## config.mk

```make
export PLATFORM = sky130hd
export DESIGN_NAME = alu_uart_ctrl_flat
export DESIGN_NICKNAME = d
export VERILOG_FILES = /design/src/rtl/alu_pkg.sv /design/src/rtl/alu_uart_ctrl_if.sv /design/src/rtl/alu_uart_ctrl_byte_timeout.sv /design/src/rtl/alu_uart_ctrl.sv /design/src/flat_wrapper.sv
export SDC_FILE = /design/constraint.sdc
export NUM_CORES = 1
export LEC_CHECK = 0
export ABC_CLOCK_PERIOD_IN_PS = 3500
export BUFFER_PORTS_ARGS = -buffer_cell sky130_fd_sc_hd__buf_2
export CAP_MARGIN = 20
export CORE_MARGIN = 1.5
export CORE_UTILIZATION = 50
export DETAILED_ROUTE_END_ITERATION = 12
export HOLD_SLACK_MARGIN = 0.12
export PLACE_DENSITY = 0.82
export RECOVER_POWER = 100
export SETUP_SLACK_MARGIN = 0.5
export SLEW_MARGIN = 25
export SYNTH_ARGS = -nofsm -noshare
export SYNTH_HDL_FRONTEND = slang
export SYNTH_SLANG_ARGS = --single-unit
```

## constraint.sdc

```tcl
create_clock -name i_clk -period 3.5 [get_ports i_clk]
set_input_delay 0 -clock i_clk [delete_from_list [all_inputs] [get_ports i_clk]]
set_output_delay 0 -clock i_clk [all_outputs]
set_load 0.05 [all_outputs]
```

## src/rtl/alu_pkg.sv

```systemverilog
// Shared definitions for the UART/ALU sequencer.
//   - ALU opcode values understood by the top-level ALU
//   - FSM state type used by alu_uart_ctrl
package alu_pkg;

  localparam logic [5:0] OP_ADD = 6'h20;
  localparam logic [5:0] OP_SUB = 6'h22;
  localparam logic [5:0] OP_AND = 6'h24;
  localparam logic [5:0] OP_OR  = 6'h25;
  localparam logic [5:0] OP_XOR = 6'h26;
  localparam logic [5:0] OP_SRA = 6'h03;
  localparam logic [5:0] OP_SRL = 6'h02;
  localparam logic [5:0] OP_NOR = 6'h27;

  typedef enum logic [2:0] {
    ST_IDLE,
    ST_WAIT_B,
    ST_WAIT_OP,
    ST_EXEC,
    ST_SEND,
    ST_WAIT_TX
  } state_t;

endpackage

```

## src/rtl/alu_uart_ctrl_if.sv

```systemverilog
// Bus between the sequencer and its UART RX / UART TX / ALU neighbours.
//   master : sequencer side (receives rx/tx/alu inputs, drives operands,
//            opcode, tx request and status pulses)
//   slave  : environment side (UART RX/TX and ALU)
// Signals:
//   i_rx_done/i_rx_data  new received byte (1-cycle pulse + data)
//   i_tx_done            UART TX finished current byte
//   i_alu_result         combinational ALU output
//   o_dato_A/o_dato_B    ALU operands
//   o_operacion          ALU opcode
//   o_tx_start/o_tx_data TX request pulse + result byte
//   o_busy/o_drop/o_timeout  status
interface alu_uart_ctrl_if #(
  parameter int unsigned N_BITS = 8,
  parameter int unsigned N_OP   = 6
) ();

  logic              i_rx_done;
  logic [N_BITS-1:0] i_rx_data;
  logic              i_tx_done;
  logic [N_BITS-1:0] i_alu_result;
  logic [N_BITS-1:0] o_dato_A;
  logic [N_BITS-1:0] o_dato_B;
  logic [N_OP-1:0]   o_operacion;
  logic              o_tx_start;
  logic [N_BITS-1:0] o_tx_data;
  logic              o_busy;
  logic              o_drop;
  logic              o_timeout;

  modport master (
    input  i_rx_done, i_rx_data, i_tx_done, i_alu_result,
    output o_dato_A, o_dato_B, o_operacion, o_tx_start, o_tx_data,
           o_busy, o_drop, o_timeout
  );

  modport slave (
    output i_rx_done, i_rx_data, i_tx_done, i_alu_result,
    input  o_dato_A, o_dato_B, o_operacion, o_tx_start, o_tx_data,
           o_busy, o_drop, o_timeout
  );

endinterface

```

## src/rtl/alu_uart_ctrl_byte_timeout.sv

```systemverilog
// Inter-byte idle counter.
//   i_clk, i_rst_n : clock, async active-low reset
//   i_clr          : clear (a byte was accepted); has priority over expiry
//   i_en           : count this cycle (waiting for the next byte of a frame)
//   o_expire       : combinational, high in the LIMIT-th consecutive enabled cycle
// LIMIT = 0 disables expiry entirely.
module byte_timeout #(
  parameter int unsigned LIMIT = 0
) (
  input  logic i_clk,
  input  logic i_rst_n,
  input  logic i_clr,
  input  logic i_en,
  output logic o_expire
);

  localparam int unsigned W = (LIMIT == 0) ? 1 : $clog2(LIMIT + 1);
  localparam logic [W-1:0] C_LAST = (LIMIT == 0) ? '0 : W'(LIMIT - 1);

  logic [W-1:0] r_cnt;

  // Expiry fires in the cycle whose completion would make the count reach LIMIT,
  // so the FSM leaves the wait state on the same edge the counter would hit it.
  assign o_expire = (LIMIT != 0) && i_en && !i_clr && (r_cnt == C_LAST);

  always_ff @(posedge i_clk or negedge i_rst_n) begin
    if (!i_rst_n) begin
      r_cnt <= '0;
    end else if (i_clr || o_expire) begin
      r_cnt <= '0;
    end else if (i_en && (LIMIT != 0) && (r_cnt != '1)) begin
      r_cnt <= r_cnt + 1'b1;
    end
  end

endmodule

```

## src/rtl/alu_uart_ctrl.sv

```systemverilog
// Sequencer between UART RX/TX and the combinational ALU.
// Collects operand A, operand B and opcode bytes, lets the ALU settle for one
// cycle, registers the result and requests transmission, then waits for TX.
//   i_clk, i_rst_n : clock, async active-low reset
//   bus (master)   : rx/tx handshakes, ALU operands/opcode/result, status pulses
module alu_uart_ctrl
  import alu_pkg::*;
#(
  parameter int unsigned N_BITS      = 8,
  parameter int unsigned N_OP        = 6,
  parameter int unsigned TIMEOUT_CYC = 0
) (
  input  logic                  i_clk,
  input  logic                  i_rst_n,
  alu_uart_ctrl_if.master       bus
);

  state_t r_state, w_state_nxt;

  logic              w_wait;
  logic              w_accept;
  logic              w_drop;
  logic              w_expire;
  logic [N_BITS-1:0] r_dato_a;
  logic [N_BITS-1:0] r_dato_b;
  logic [N_OP-1:0]   r_operacion;
  logic [N_BITS-1:0] r_tx_data;
  logic              r_drop;
  logic              r_timeout;

  // Kept outside the FSM process so the timeout path has no apparent loop.
  assign w_wait   = (r_state == ST_WAIT_B) || (r_state == ST_WAIT_OP);
  assign w_accept = bus.i_rx_done && ((r_state == ST_IDLE) || w_wait);

  byte_timeout #(
    .LIMIT (TIMEOUT_CYC)
  ) u_timeout (
    .i_clk    (i_clk),
    .i_rst_n  (i_rst_n),
    .i_clr    (w_accept),
    .i_en     (w_wait),
    .o_expire (w_expire)
  );

  always_ff @(posedge i_clk or negedge i_rst_n) begin
    if (!i_rst_n) begin
      r_state <= ST_IDLE;
    end else begin
      r_state <= w_state_nxt;
    end
  end

  always_comb begin
    w_state_nxt = r_state;
    w_drop      = 1'b0;
    unique case (r_state)
      ST_IDLE: begin
        if (bus.i_rx_done) w_state_nxt = ST_WAIT_B;
      end
      ST_WAIT_B: begin
        if (bus.i_rx_done)  w_state_nxt = ST_WAIT_OP;
        else if (w_expire)  w_state_nxt = ST_IDLE;
      end
      ST_WAIT_OP: begin
        if (bus.i_rx_done)  w_state_nxt = ST_EXEC;
        else if (w_expire)  w_state_nxt = ST_IDLE;
      end
      ST_EXEC: begin
        w_drop      = bus.i_rx_done;
        w_state_nxt = ST_SEND;
      end
      ST_SEND: begin
        w_drop      = bus.i_rx_done;
        w_state_nxt = ST_WAIT_TX;
      end
      ST_WAIT_TX: begin
        w_drop = bus.i_rx_done;
        if (bus.i_tx_done) w_state_nxt = ST_IDLE;
      end
      default: w_state_nxt = ST_IDLE;
    endcase
  end

  always_ff @(posedge i_clk or negedge i_rst_n) begin
    if (!i_rst_n) begin
      r_dato_a    <= '0;
      r_dato_b    <= '0;
      r_operacion <= '0;
      r_tx_data   <= '0;
      r_drop      <= 1'b0;
      r_timeout   <= 1'b0;
    end else begin
      if (w_accept) begin
        case (r_state)
          ST_IDLE:    r_dato_a    <= bus.i_rx_data;
          ST_WAIT_B:  r_dato_b    <= bus.i_rx_data;
          ST_WAIT_OP: r_operacion <= bus.i_rx_data[N_OP-1:0];
          default:    ;
        endcase
      end
      if (r_state == ST_EXEC) r_tx_data <= bus.i_alu_result;
      r_drop    <= w_drop;
      r_timeout <= w_expire;
    end
  end

  assign bus.o_dato_A    = r_dato_a;
  assign bus.o_dato_B    = r_dato_b;
  assign bus.o_operacion = r_operacion;
  assign bus.o_tx_data   = r_tx_data;
  assign bus.o_tx_start  = (r_state == ST_SEND);
  assign bus.o_busy      = (r_state != ST_IDLE);
  assign bus.o_drop      = r_drop;
  assign bus.o_timeout   = r_timeout;

endmodule

```

## src/flat_wrapper.sv

```systemverilog
// flat-port wrapper written by rule: the top's interface ports become plain ports
module alu_uart_ctrl_flat import alu_pkg::*;
#(
  parameter int unsigned N_BITS      = 8,
  parameter int unsigned N_OP        = 6,
  parameter int unsigned TIMEOUT_CYC = 0
)
  (i_clk, i_rst_n, bus_i_rx_done, bus_i_rx_data, bus_i_tx_done, bus_i_alu_result, bus_o_dato_A, bus_o_dato_B, bus_o_operacion, bus_o_tx_start, bus_o_tx_data, bus_o_busy, bus_o_drop, bus_o_timeout);
  alu_uart_ctrl_if #(.N_BITS(N_BITS), .N_OP(N_OP)) bus_i ();
  input  logic i_clk;
  input  logic i_rst_n;
  input wire logic [$bits(bus_i.i_rx_done)-1:0] bus_i_rx_done;
  input wire logic [$bits(bus_i.i_rx_data)-1:0] bus_i_rx_data;
  input wire logic [$bits(bus_i.i_tx_done)-1:0] bus_i_tx_done;
  input wire logic [$bits(bus_i.i_alu_result)-1:0] bus_i_alu_result;
  output wire logic [$bits(bus_i.o_dato_A)-1:0] bus_o_dato_A;
  output wire logic [$bits(bus_i.o_dato_B)-1:0] bus_o_dato_B;
  output wire logic [$bits(bus_i.o_operacion)-1:0] bus_o_operacion;
  output wire logic [$bits(bus_i.o_tx_start)-1:0] bus_o_tx_start;
  output wire logic [$bits(bus_i.o_tx_data)-1:0] bus_o_tx_data;
  output wire logic [$bits(bus_i.o_busy)-1:0] bus_o_busy;
  output wire logic [$bits(bus_i.o_drop)-1:0] bus_o_drop;
  output wire logic [$bits(bus_i.o_timeout)-1:0] bus_o_timeout;
  assign bus_i.i_rx_done = bus_i_rx_done;
  assign bus_i.i_rx_data = bus_i_rx_data;
  assign bus_i.i_tx_done = bus_i_tx_done;
  assign bus_i.i_alu_result = bus_i_alu_result;
  assign bus_o_dato_A = bus_i.o_dato_A;
  assign bus_o_dato_B = bus_i.o_dato_B;
  assign bus_o_operacion = bus_i.o_operacion;
  assign bus_o_tx_start = bus_i.o_tx_start;
  assign bus_o_tx_data = bus_i.o_tx_data;
  assign bus_o_busy = bus_i.o_busy;
  assign bus_o_drop = bus_i.o_drop;
  assign bus_o_timeout = bus_i.o_timeout;
  alu_uart_ctrl #(.N_BITS(N_BITS), .N_OP(N_OP), .TIMEOUT_CYC(TIMEOUT_CYC)) u_core (.i_clk(i_clk), .i_rst_n(i_rst_n), .bus(bus_i));
endmodule
```

# Yosys cells after proc, flatten, opt, wreduce, memory -nomap -nowiden
# Index checks and enable logic that the tools add are counted.
[totals]
register_bits = 34
latch_bits = 0
ram_bits = 0
rom_bits = 0
out_inout_bits = 34
wordCells = 31
memories = 0
[op_classes]
add_sub_neg = 0
mul = 0
div = 0
n_lt_le_gt_ge = 0
eq_ne = 9
shifts = 0
mux = 6
bitwise_logic = 0
reduce_logical = 10
[op_table]
columns = ["operator", "count"]
rows = [
  ["$pmux W3 S6", 1],
  ["$mux W3", 4],
  ["$ne A2 B2 Y1 const B", 4],
  ["$eq A3 B2 Y1 const B", 2],
  ["$eq A3 B3 Y1 const B", 2],
  ["$reduce_and A2 Y1", 3],
  ["$reduce_and A4 Y1", 1],
  ["$eq A3 B1 Y1 const B", 1],
  ["$logic_not A3 Y1", 1],
  ["$reduce_bool A3 Y1", 1],
  ["$reduce_or A3 Y1", 1],
  ["$logic_or A1 B1 Y1", 2],
  ["$logic_and A1 B1 Y1", 1],
  ["$mux W1", 1],
]

# Longest topological paths before layout
# Gate-level depths: netlist (run 1).
[depth]
depth_word = 5
ltp_mapped = 4

# Cells and area by module
# Synthesis (run 1) repeated with hierarchy kept, for this count alone.
[unflattened]
cells_unflattened = 97
area_unflattened_um2 = 1426.4
[by_module_without_submodules]
columns = ["module", "n_inst", "cells_per_inst", "area_per_inst_um2", "seq_area_each_um2"]
rows = [
  ["alu_uart_ctrl", 1, 95, 1415.1, 875.8],
  ["byte_timeout", 1, 2, 11.3, 0.0],
]

# Worst setup path before layout (run 1)
# OpenSTA, ideal clock, no wires.
[synth_path]
path_kind = "register to register"
startpoint = "register u_core.r_state[2]"
endpoint = "register u_core.r_state[0]"
arrival_ns = 1.972
required_time_ns = 3.430
setup_slack_ns = 1.457
stages_incl_launch_ff = 4
n_path_buf = 1
synth_period_minus_slack_ns = 2.043
path_cell_list = "dfrtp_1 buf_2 nor3b_1 or4_1"
[synth_rtl]
columns = ["item", "line", "rtl"]
rows = [
  ["start: declaration", "alu_uart_ctrl.sv:18", "state_t r_state, w_state_nxt;"],
  ["start signal: assignment", "alu_uart_ctrl.sv:49", "r_state <= w_state_nxt;"],
  ["$eq A3 B3 Y1", "--", ""],
  ["net bus_o_tx_start", "flat_wrapper.sv:19", "output wire logic [$bits(bus_i.o_tx_start)-1:0] bus_o_tx_start;"],
  ["$pmux W3 S6", "alu_uart_ctrl.sv:56", "unique case (r_state)"],
]
# The timed path passes the listed nets, and every way through them passes these cells.
# A chain may end at the register's enable or synchronous reset.

# Worst setup path in the final report (run 1)
[layout_path]
startpoint = "register u_core.r_state[1]"
endpoint = "register u_core.r_dato_a[0], in the netlist u_core.bus.o_dato_A[0]"
[layout_between]
elab_chain_len = 5
[layout_rtl]
columns = ["item", "line", "rtl"]
rows = [
  ["$eq A3 B1 Y1 / $eq A3 B2 Y1 (equally long branches)", "alu_uart_ctrl.sv:32", "assign w_wait = (r_state == ST_WAIT_B) || (r_state == ST_WAIT_OP);"],
  ["$logic_or A1 B1 Y1", "alu_uart_ctrl.sv:32", ""],
  ["$logic_or A1 B1 Y1", "alu_uart_ctrl.sv:33", "assign w_accept = bus.i_rx_done && ((r_state == ST_IDLE) || w_wait);"],
  ["$logic_and A1 B1 Y1", "alu_uart_ctrl.sv:33", ""],
  ["$reduce_and A2 Y1 (no source line) *", "--", ""],
  ["end signal: assignment", "alu_uart_ctrl.sv:95", "ST_IDLE: r_dato_a <= bus.i_rx_data;"],
  ["end: declaration", "alu_uart_ctrl.sv:24", "logic [N_BITS-1:0] r_dato_a;"],
]
# Mark *: on every way between the ends. The rest lies on a longest branch, timed or not.

==> results.yml, run 1 <==
timing:
  setup_tns_ps: 0
  hold_violations: 0
  max_freq_ghz: 0.382
  rsz0062_at_grt: "no"
  fin_crit_sh_pct: 74.7
  max-slew-margin-rel_pct: -29.2
  worst_pin_slew_ps: 1910
  setup_slack_ps: 885
  finalCriticalPeriod_ps: 2610
  fin_skew_ps: 8.31
  slew_violations: 53
  setup_viol: 0
detailed_routing:
  drc: 0
  drt-total-wl_um: 2940
  ant_nets: 0
  wire_per_inst_um: 15.3
  firstDrtPassIters: 4
  avgViaCountPerCell: 5.10
  dr.first_iter.drc_count: 15
  vias: 980
cts:
  h-tree-depth: 2
  cts.path.max_buffers: 2
  cts_setup_buffers: 0
  clk_latency_ps: 320
  clock-sinks: 34
  cts_tree: "yes"
  cts.root.buffer_cell: "clkbuf_4"
  cts_resized: 0
  path_clk_slew_ps: 100
  cts-buffers-inserted: 5
final_layout:
  diodes: 0
  area_delta_synth_final_pct: 33.7
  instances_no_fill: 192
  mostFrequentLayoutCells: "clkbuf_1 (37), dfrtp_1 (34), mux2_2 (27), dlygate4sd3_1 (19), buf_2 (18)"
  fin_nets: 181
  drive_gt1_share_pct: 31.5
  layout_commonest_cell: "clkbuf_1"
  post-route-util_pct: 72.4
critical_path:
  slowest_delay_ps: 1580
  critPathSlowestCell: "nor4b_1"
  critPathBufInv: 0
  cp_max_fo: 11
  rrSetupSlack_ps: 890
  critPathRequiredTime_ps: 3720
  arrival_ps: 2830
  cp-start-kind: "flop"
  crit_chain: "nor4b_1 -> mux2_2"
  path_class: "flop to flop"
  crit_path_end_kind: "flop"
  cpLargestDelayFamily: "simple AND/OR/NAND/NOR gates"
synth:
  netlist_area_mm2: 0.00138
  synth_nets: 108
  synth_cell_types: 18
  syn_area_per_cell_um2: 15.7
  yosysSeqAreaShare_pct: 61.8
  yosysWarnings: 0
  syn_inst: 88
  synth-seq-cells: 34
outcome:
  violations: "max-capacitance violations, max-slew violations"
  status: "complete, but fails checks"
place:
  port_buffers: 52
  gp_congestion: 0.701
  dp.final_hpwl_um: 1860
  dp_slack_ps: 1540
  dp_cells: 165
grt:
  busiest_layer: "met2"
  grt_pass1_vias: 1061
  grt_pass1_wl_um: 4800
  grtUsageMet3_pct: 5.85
  use_met2_pct: 36.6
  grt_usage_pct: 20.5
  grt_overflow: 0
  grt_max_degree: 35
  grtUsageMet1_pct: 23.2
  grt_antenna_before_repair: 0
die:
  start_util_pct: 54.1
  die_area_mm2: 0.00308
  die_w_um: 55.5
  io_pins: 54
  die_y_um: 55.5
  fp.coreArea_mm2: 0.00254
  row_count: 18
run:
  maxCapViolCount: 3
worst_hold_path:
  hold_path_class: "primary input to flop"
worst reg2reg max path, stage by stage (launching register included):
cell and delay, ps:
dfrtp_1 480, nor4b_1 1580, mux2_2 450
synthesized netlist by cell type, drive strengths merged:
cell type / instances / area share, %
dfrtp: 34 / 62
mux2: 30 / 25
buf: 6 / 3.3
nor3b: 3 / 1.6
nand2b: 2 / 0.91
nand3b: 2 / 1.1
nor4b: 2 / 2.4
nor4bb: 2 / 1.5
a21boi: 1 / 0.55
a21oi: 1 / 0.36
and2: 1 / 0.45
conb: 1 / 0.27
o21ai: 1 / 0.36
or3: 1 / 0.45
or4: 1 / 0.55
what timing repair did:
item	CTS	global route
endpoints found under the hold margin	67	0
endpoints found under the setup margin	0	0
hold buffers	19	0
kinds of logic after synthesis:
logic type,Yosys count,share of synthesized area (%)
buf+inv,6,3.27
other cells,1,0.272
simple gates,14,8.90
flops,34,61.8
mux,30,24.5
compound gates,3,1.27
final timing paths:
path / startpoint / endpoint / depth (start not counted)
min in group asynchronous: i_rst_n / u_core.bus.o_dato_A[5] / 2
worst min register to register: u_core.bus.o_tx_data[0] / u_core.bus.o_tx_data[0] / 1
worst min-delay path: bus_i_alu_result[3] / u_core.bus.o_tx_data[3] / 3
worst max register to register: u_core.r_state[1] / u_core.bus.o_dato_A[0] / 2
worst max-delay path: u_core.r_state[1] / u_core.bus.o_dato_A[0] / 2
max in group asynchronous: i_rst_n / u_core.r_state[0] / 2
metrics by stage:
step	area, um2	hold slack (ps)
2_1_floorplan	1380	-296
3_3_place_gp	1640	84.5
5_1_grt	1840	448
3_5_place_dp	1640	103
4_1_cts	1910	286
6_report	1840	444
flip-flops by register name (all words and copies together), names as in the netlist:
| signal | flops |
|---|---|
| u_core.r_state | 3 |
| u_core.bus.o_dato_A | 8 |
| u_core.bus.o_dato_B | 8 |
| u_core.bus.o_tx_data | 8 |
| u_core.bus.o_operacion | 6 |
| u_core.bus.o_drop | 1 |
metal layers:
metal	part of all wire, %	vias to the layer above
li1	-	461
met3	5.0	4
met2	54	35
met5	0	-
met4	0.68	0
met1	40	480
cell type report:
class                   instances  area [um2]
clock buffers                   7        45.0
clock inverters                 1        30.0
fillers                       197         703
multi-input cells              48         467
flip-flops and latches         34         851
well taps                      30        37.5
repair buffers                 72         412
Power of run 1 is left out: the tool's default activity adds up to more than one toggle a clock period on the data nets, which glitch-free logic cannot reach.
==> run 2, diff against run 1 <==
- ABC_AREA: not set -> 1
- ABC_CLOCK_PERIOD_IN_PS: 3500 -> 2500
- CORE_UTILIZATION: 50 -> 49
- PLACE_DENSITY: 0.82 -> 0.79
- clock period: 3.5 -> 2.5 ns (I/O delays scaled with it)
==> run 2 against run 1 <==
The flow still finishes with violations (max-capacitance violations, max-slew violations). Via count is 36% higher. Critical path type is now flop to primary output. Non-clock buffer count decreased by 1. Routed wire length is 15% higher. Clock skew is 1.9 ps lower. Critical endpoint is now bus_o_busy. Area after synthesis rose by 12%. Final area grew 3.3%.
==> results.yml, run 2 <==
synth:
  yosys.area.top_type: "dfrtp_1"
  synthTopCellsByCount: "nand2_1 (60), dfrtp_1 (34), nand3_1 (13), inv_1 (12), o21ai_1 (9)"
  synth_cell_types: 22
  synth-seq-cells: 34
  synth_area_leaders: "dfrtp_1 (55%), nand2_1 (15%), o21ai_2 (4.5%), nand3_1 (4.2%), o21ai_1 (2.9%)"
  syn_inst: 165
  yosysSeqAreaShare_pct: 54.9
  netlist_area_mm2: 0.00155
  synth_edf_count: 0
  synth_nets: 185
  syn_area_per_cell_um2: 9.39
  yosysWarnings: 0
  synthFlopType: "dfrtp_1"
  synth.most_common_cell: "nand2_1"
  yosys.area.top_type_share_pct: 54.9
  synth_async_sr_flop_share_pct: 100
cts:
  cts.root.buffer_cell: "clkbuf_4"
  cts_tree: "yes"
  clock-sinks: 34
  path_clk_slew_ps: 90
  cts_setup_buffers: 0
  clk_latency_ps: 320
  cts.path.max_buffers: 2
  cts_resized: 0
  cts_hold_buffers: 19
  h-tree-depth: 2
  cts-buffers-inserted: 5
detailed_routing:
  firstDrtPassIters: 4
  wire_per_inst_um: 12.1
  avgViaCountPerCell: 4.78
  ant_nets: 0
  drt-total-wl_um: 3380
  dr.first_iter.drc_count: 61
  drc: 0
  vias: 1337
final_layout:
  diodes: 0
  mostFrequentLayoutCells: "nand2_1 (62), clkbuf_1 (34), dfrtp_1 (34), dlygate4sd3_1 (19), buf_2 (18)"
  fin_nets: 257
  drive_gt1_share_pct: 12.3
  area_delta_synth_final_pct: 22.8
  fill_cells: 285
  instances_no_fill: 280
  layout_commonest_cell: "nand2_1"
  post-route-util_pct: 62.8
die:
  start_util_pct: 51.2
  die_w_um: 59.2
  die_y_um: 59.2
  fp.coreArea_mm2: 0.00303
  io_pins: 54
  die_area_mm2: 0.00351
  row_count: 20
grt:
  grt_pass1_wl_um: 5820
  grt_usage_pct: 21.8
  grt_antenna_before_repair: 0
  grt_pass1_vias: 1343
  grt_overflow: 0
  grt_max_degree: 35
critical_path:
  crit_path_end_kind: "primary output"
  cp-start-kind: "flop"
  path_class: "flop to primary output"
  arrival_ps: 1840
  cp_max_fo: 10
  critPathRequiredTime_ps: 2500
place:
  port_buffers: 52
  dp_slack_ps: 1170
  dp_cells: 255
  gp_congestion: 0.803
  dp.final_hpwl_um: 2270
pwr:
  p_leak_nw: 0.992
  ir_drop_v: 0.000819
  p_per_area_mw_per_mm2: 1500
  power_mw: 2.85
timing:
  hold_violations: 0
  slew_violations: 35
  setup_viol: 0
  finalCriticalPeriod_ps: 1840
  worst_pin_slew_ps: 1730
  rsz0062_at_grt: "no"
  fin_crit_sh_pct: 73.4
  setup_slack_ps: 664
  max_freq_ghz: 0.545
  fin_skew_ps: 6.45
  setup_tns_ps: 0
  max-slew-margin-rel_pct: -15.3
run:
  maxCapViolCount: 1
worst_hold_path:
  hold_path_class: "primary input to flop"
outcome:
  violations: "max-capacitance violations, max-slew violations"
  status: "complete, but fails checks"
## run 2: layout make-up
type | count | area [um2] | area share, %
timing repair buffer | 71 | 408 | 21.4
multi-input combinational | 109 | 475 | 25.0
inverter | 16 | 61.3 | 3.22
tap | 44 | 55.1 | 2.89
clock buffer | 6 | 51.3 | 2.70
sequential | 34 | 851 | 44.7
## run 2: final timing paths
path	start	end	slack, ps	cells after the start
min in group asynchronous	i_rst_n	u_core.bus.o_dato_A[7]	670	2
hold reg to reg	u_core.bus.o_dato_A[4]	u_core.bus.o_dato_A[4]	480	2
max in group asynchronous	i_rst_n	u_core.bus.o_tx_data[1]	840	2
hold / removal	bus_i_rx_data[6]	u_core.bus.o_dato_B[6]	460	4
setup reg to reg	u_core.r_state[0]	u_core.bus.o_dato_A[6]	770	6
setup / recovery	u_core.r_state[0]	bus_o_busy	660	5
## run 2: cells by family (layout without fill, tap and decap cells)
group	Yosys count	in the layout	synth area share, %
other cells	1	1	0.242
compound gates	24	24	9.69
flops	34	34	54.9
simple gates	84	84	28.2
buf+inv	22	93	6.95
## run 2: per-layer routing
metal | global-route usage [%] | share of wire, % | vias to the layer above
met5 | 0 | 0 | -
met4 | 5.52 | 0.36 | 0
met3 | 5.46 | 6.0 | 2
met2 | 37.8 | 51 | 49
met1 | 26.9 | 43 | 623
li1 | - | - | 663
## run 2: report_power, final
part | internal [mW] | switching (mW)
clock | 0.127 | 0.157
combinational | 0.290 | 1.32
sequential | 0.804 | 0.159
## run 2: stage by stage
stage               hold WS (ps)  cell area (um2)
finish                       458             1900
global route                 468             1900
CTS                          287             2060
detailed placement          98.9             1820
global placement             104             1820
floorplan                   -296             1550
## run 2: critical path, stage by stage, from the launching register on
cell and delay (ps):
dfrtp_1 450, clkinvlp_2 170, nand2_1 80, nor2_1 430, inv_1 80, clkbuf_1 310
(Power assumes the default switching activity.)
==> run 3, diff against run 2 <==
- ABC_CLOCK_PERIOD_IN_PS: 2500 -> 1500
- CORE_UTILIZATION: 49 -> 44
- PLACE_DENSITY: 0.79 -> 0.75
- clock period: 2.5 -> 1.5 ns (I/O delays scaled with it)
==> run 3 against run 2 <==
The flow now finishes without violations. Die area rose by 11%. Cell count rose by 8.6%. Critical path depth rose by 1. Non-clock buffer count rose by 16. Worst hold slack got worse by 320 ps. Sequential power rose by 69%. Worst setup slack got worse by 440 ps. Global-route usage rose by 0.87 points. Largest cell class unchanged. Core utilization rose by 5.5 points. Clock skew fell by 0.71 ps. Critical endpoint is now u_core.bus.o_dato_A[1]. Final area rose by 21%. Total power rose by 100%.
==> results.yml, run 3 (same netlist as run 2, synthesis figures left out) <==
pwr:
  netSwitchingPower_mw: 3.18
  power_frac_comb_pct: 62.5
  seq_power_share_pct: 28.4
  p_per_area_mw_per_mm2: 2490
  ir_drop_v: 0.00129
  switching_share_pct: 55.6
  p_leak_nw: 1.12
  internal-power_mw: 2.54
  clock_power_share_pct: 9.1
final_layout:
  multi_input_area_um2: 674
  fill_cells: 282
  layout_commonest_cell: "nand2_1"
  diodes: 0
  area_delta_synth_final_pct: 48.3
  mostFrequentLayoutCells: "nand2_1 (48), clkbuf_1 (35), dfrtp_1 (32), dlygate4sd3_1 (19), buf_2 (18)"
  stdcell_area_mm2: 0.00230
  fin_nets: 277
  drive_gt1_share_pct: 32.9
  post-route-util_pct: 68.3
  ff_latch_area_um2: 853
detailed_routing:
  dr.first_iter.drc_count: 53
  wire_per_inst_um: 13.5
  drt-total-wl_um: 4110
  firstDrtPassIters: 4
  ant_nets: 0
  drc: 0
  avgViaCountPerCell: 4.93
  vias: 1498
critical_path:
  cp_max_fo: 8
  critPathMostFrequentCell: "nand2_1"
  critPathSlowestCell: "dfrtp_1"
  arrival_ps: 1500
  critPathRequiredTime_ps: 1720
  slowest_delay_ps: 420
  cp-start-kind: "flop"
  path_class: "flop to flop"
  crit_chain: "clkbuf_1 -> nor2_8 -> buf_6 -> nand2_2 -> nand2_1 -> nand2_1"
  crit_path_end_kind: "flop"
cts:
  h-tree-depth: 2
  cts.path.max_buffers: 2
  clock-sinks: 34
  cts.root.buffer_cell: "clkbuf_4"
  cts_hold_buffers: 19
  clk_latency_ps: 330
  cts_tree: "yes"
  cts-buffers-inserted: 5
  path_clk_slew_ps: 100
die:
  die_y_um: 62.3
  io_pins: 54
  die_w_um: 62.3
  start_util_pct: 46.1
  row_count: 21
  fp.coreArea_mm2: 0.00336
  die_area_mm2: 0.00389
grt:
  grt_antenna_before_repair: 0
  use_met2_pct: 39.0
  busiest_layer: "met2"
  grt_usage_pct: 22.6
  grt_pass1_wl_um: 6800
  grt_max_degree: 19
  grt_pass1_vias: 1494
  grtUsageMet3_pct: 6.34
  grtUsageMet1_pct: 26.8
  grt_overflow: 0
timing:
  slew_violations: 0
  setup_viol: 0
  finalCriticalPeriod_ps: 1280
  rsz0062_at_grt: "yes"
  fin_crit_sh_pct: 85.1
  max-slew-margin-rel_pct: 59.5
  setup_tns_ps: 0
  max_freq_ghz: 0.783
  fin_skew_ps: 5.74
  worst_pin_slew_ps: 610
  whs_ps: 138
  hold_violations: 0
worst_hold_path:
  hold_path_class: "primary input to flop"
place:
  port_buffers: 52
  postPlaceCellArea_mm2: 0.00185
  gp_congestion: 0.831
  dp.final_hpwl_um: 2320
run:
  maxCapViolCount: 0
outcome:
  status: "finished, final reports clean"
==> run 3: power by group through the flow <==
| stage | clock network, mW | registers [mW] | logic [mW] |
|---|---|---|---|
| final | 0.523 | 1.63 | 3.58 |
| after floorplan | 0 | 2.94 | 1.12 |
| after global routing | 0.582 | 1.68 | 3.82 |
| after CTS | 0.540 | 1.59 | 3.58 |
| after detailed placement | 0 | 1.66 | 3.00 |
| after global placement | 0 | 1.66 | 2.95 |
==> run 3: cell type report <==
class	count	share of cell area [%]
flip-flops and latches	34	37.1
multi-input cells	113	29.4
repair buffers	87	24.7
inverters	16	3.65
well taps	46	2.51
clock buffers	7	2.40
clock inverters	1	0.218
==> run 3: final timing paths <==
kind	startpoint	to	slack, ps	cells past startpoint
setup / recovery	u_core.r_state[2]	u_core.bus.o_dato_A[1]	220	6
hold / removal	bus_i_rx_done	u_core.r_state[1]	140	4
setup reg to reg	u_core.r_state[2]	u_core.bus.o_dato_A[1]	220	6
hold reg to reg	u_core.bus.o_dato_A[2]	u_core.bus.o_dato_A[2]	490	2
max in group asynchronous	i_rst_n	u_core.bus.o_drop	600	3
min in group asynchronous	i_rst_n	u_core.bus.o_dato_B[5]	180	2
==> run 3: critical path: cells and delay by family, from the launching register on <==
| kind | cells | cell delay [ps] |
|---|---|---|
| flops | 1 | 420 |
| simple gates | 4 | 460 |
| buf+inv | 2 | 300 |
==> run 3: stage by stage <==
| step | instances | total power [mW] | setup WS [ps] |
|---|---|---|---|
| finish | 304 | 5.73 | 223 |
| floorplan | 165 | 4.07 | 416 |
| detailed placement | 259 | 4.66 | 244 |
| CTS | 301 | 5.72 | 293 |
| global placement | 259 | 4.61 | 265 |
| global route | 304 | 6.08 | 130 |
==> run 3: metal layers <==
layer | share of wire (%) | vias to the layer above | wire [um]
li1 | - | 724 | -
met1 | 40 | 712 | 1640
met2 | 53 | 54 | 2170
met3 | 5.5 | 8 | 226
met4 | 1.8 | 0 | 72
met5 | 0 | - | 0
==> run 3: repair_timing <==
action,CTS,global route
cloned,4,0
endpoints found under the hold margin,68,10
resized for setup,23,47
endpoints found under the setup margin,37,57
setup buffers,11,3
pin swaps,14,12
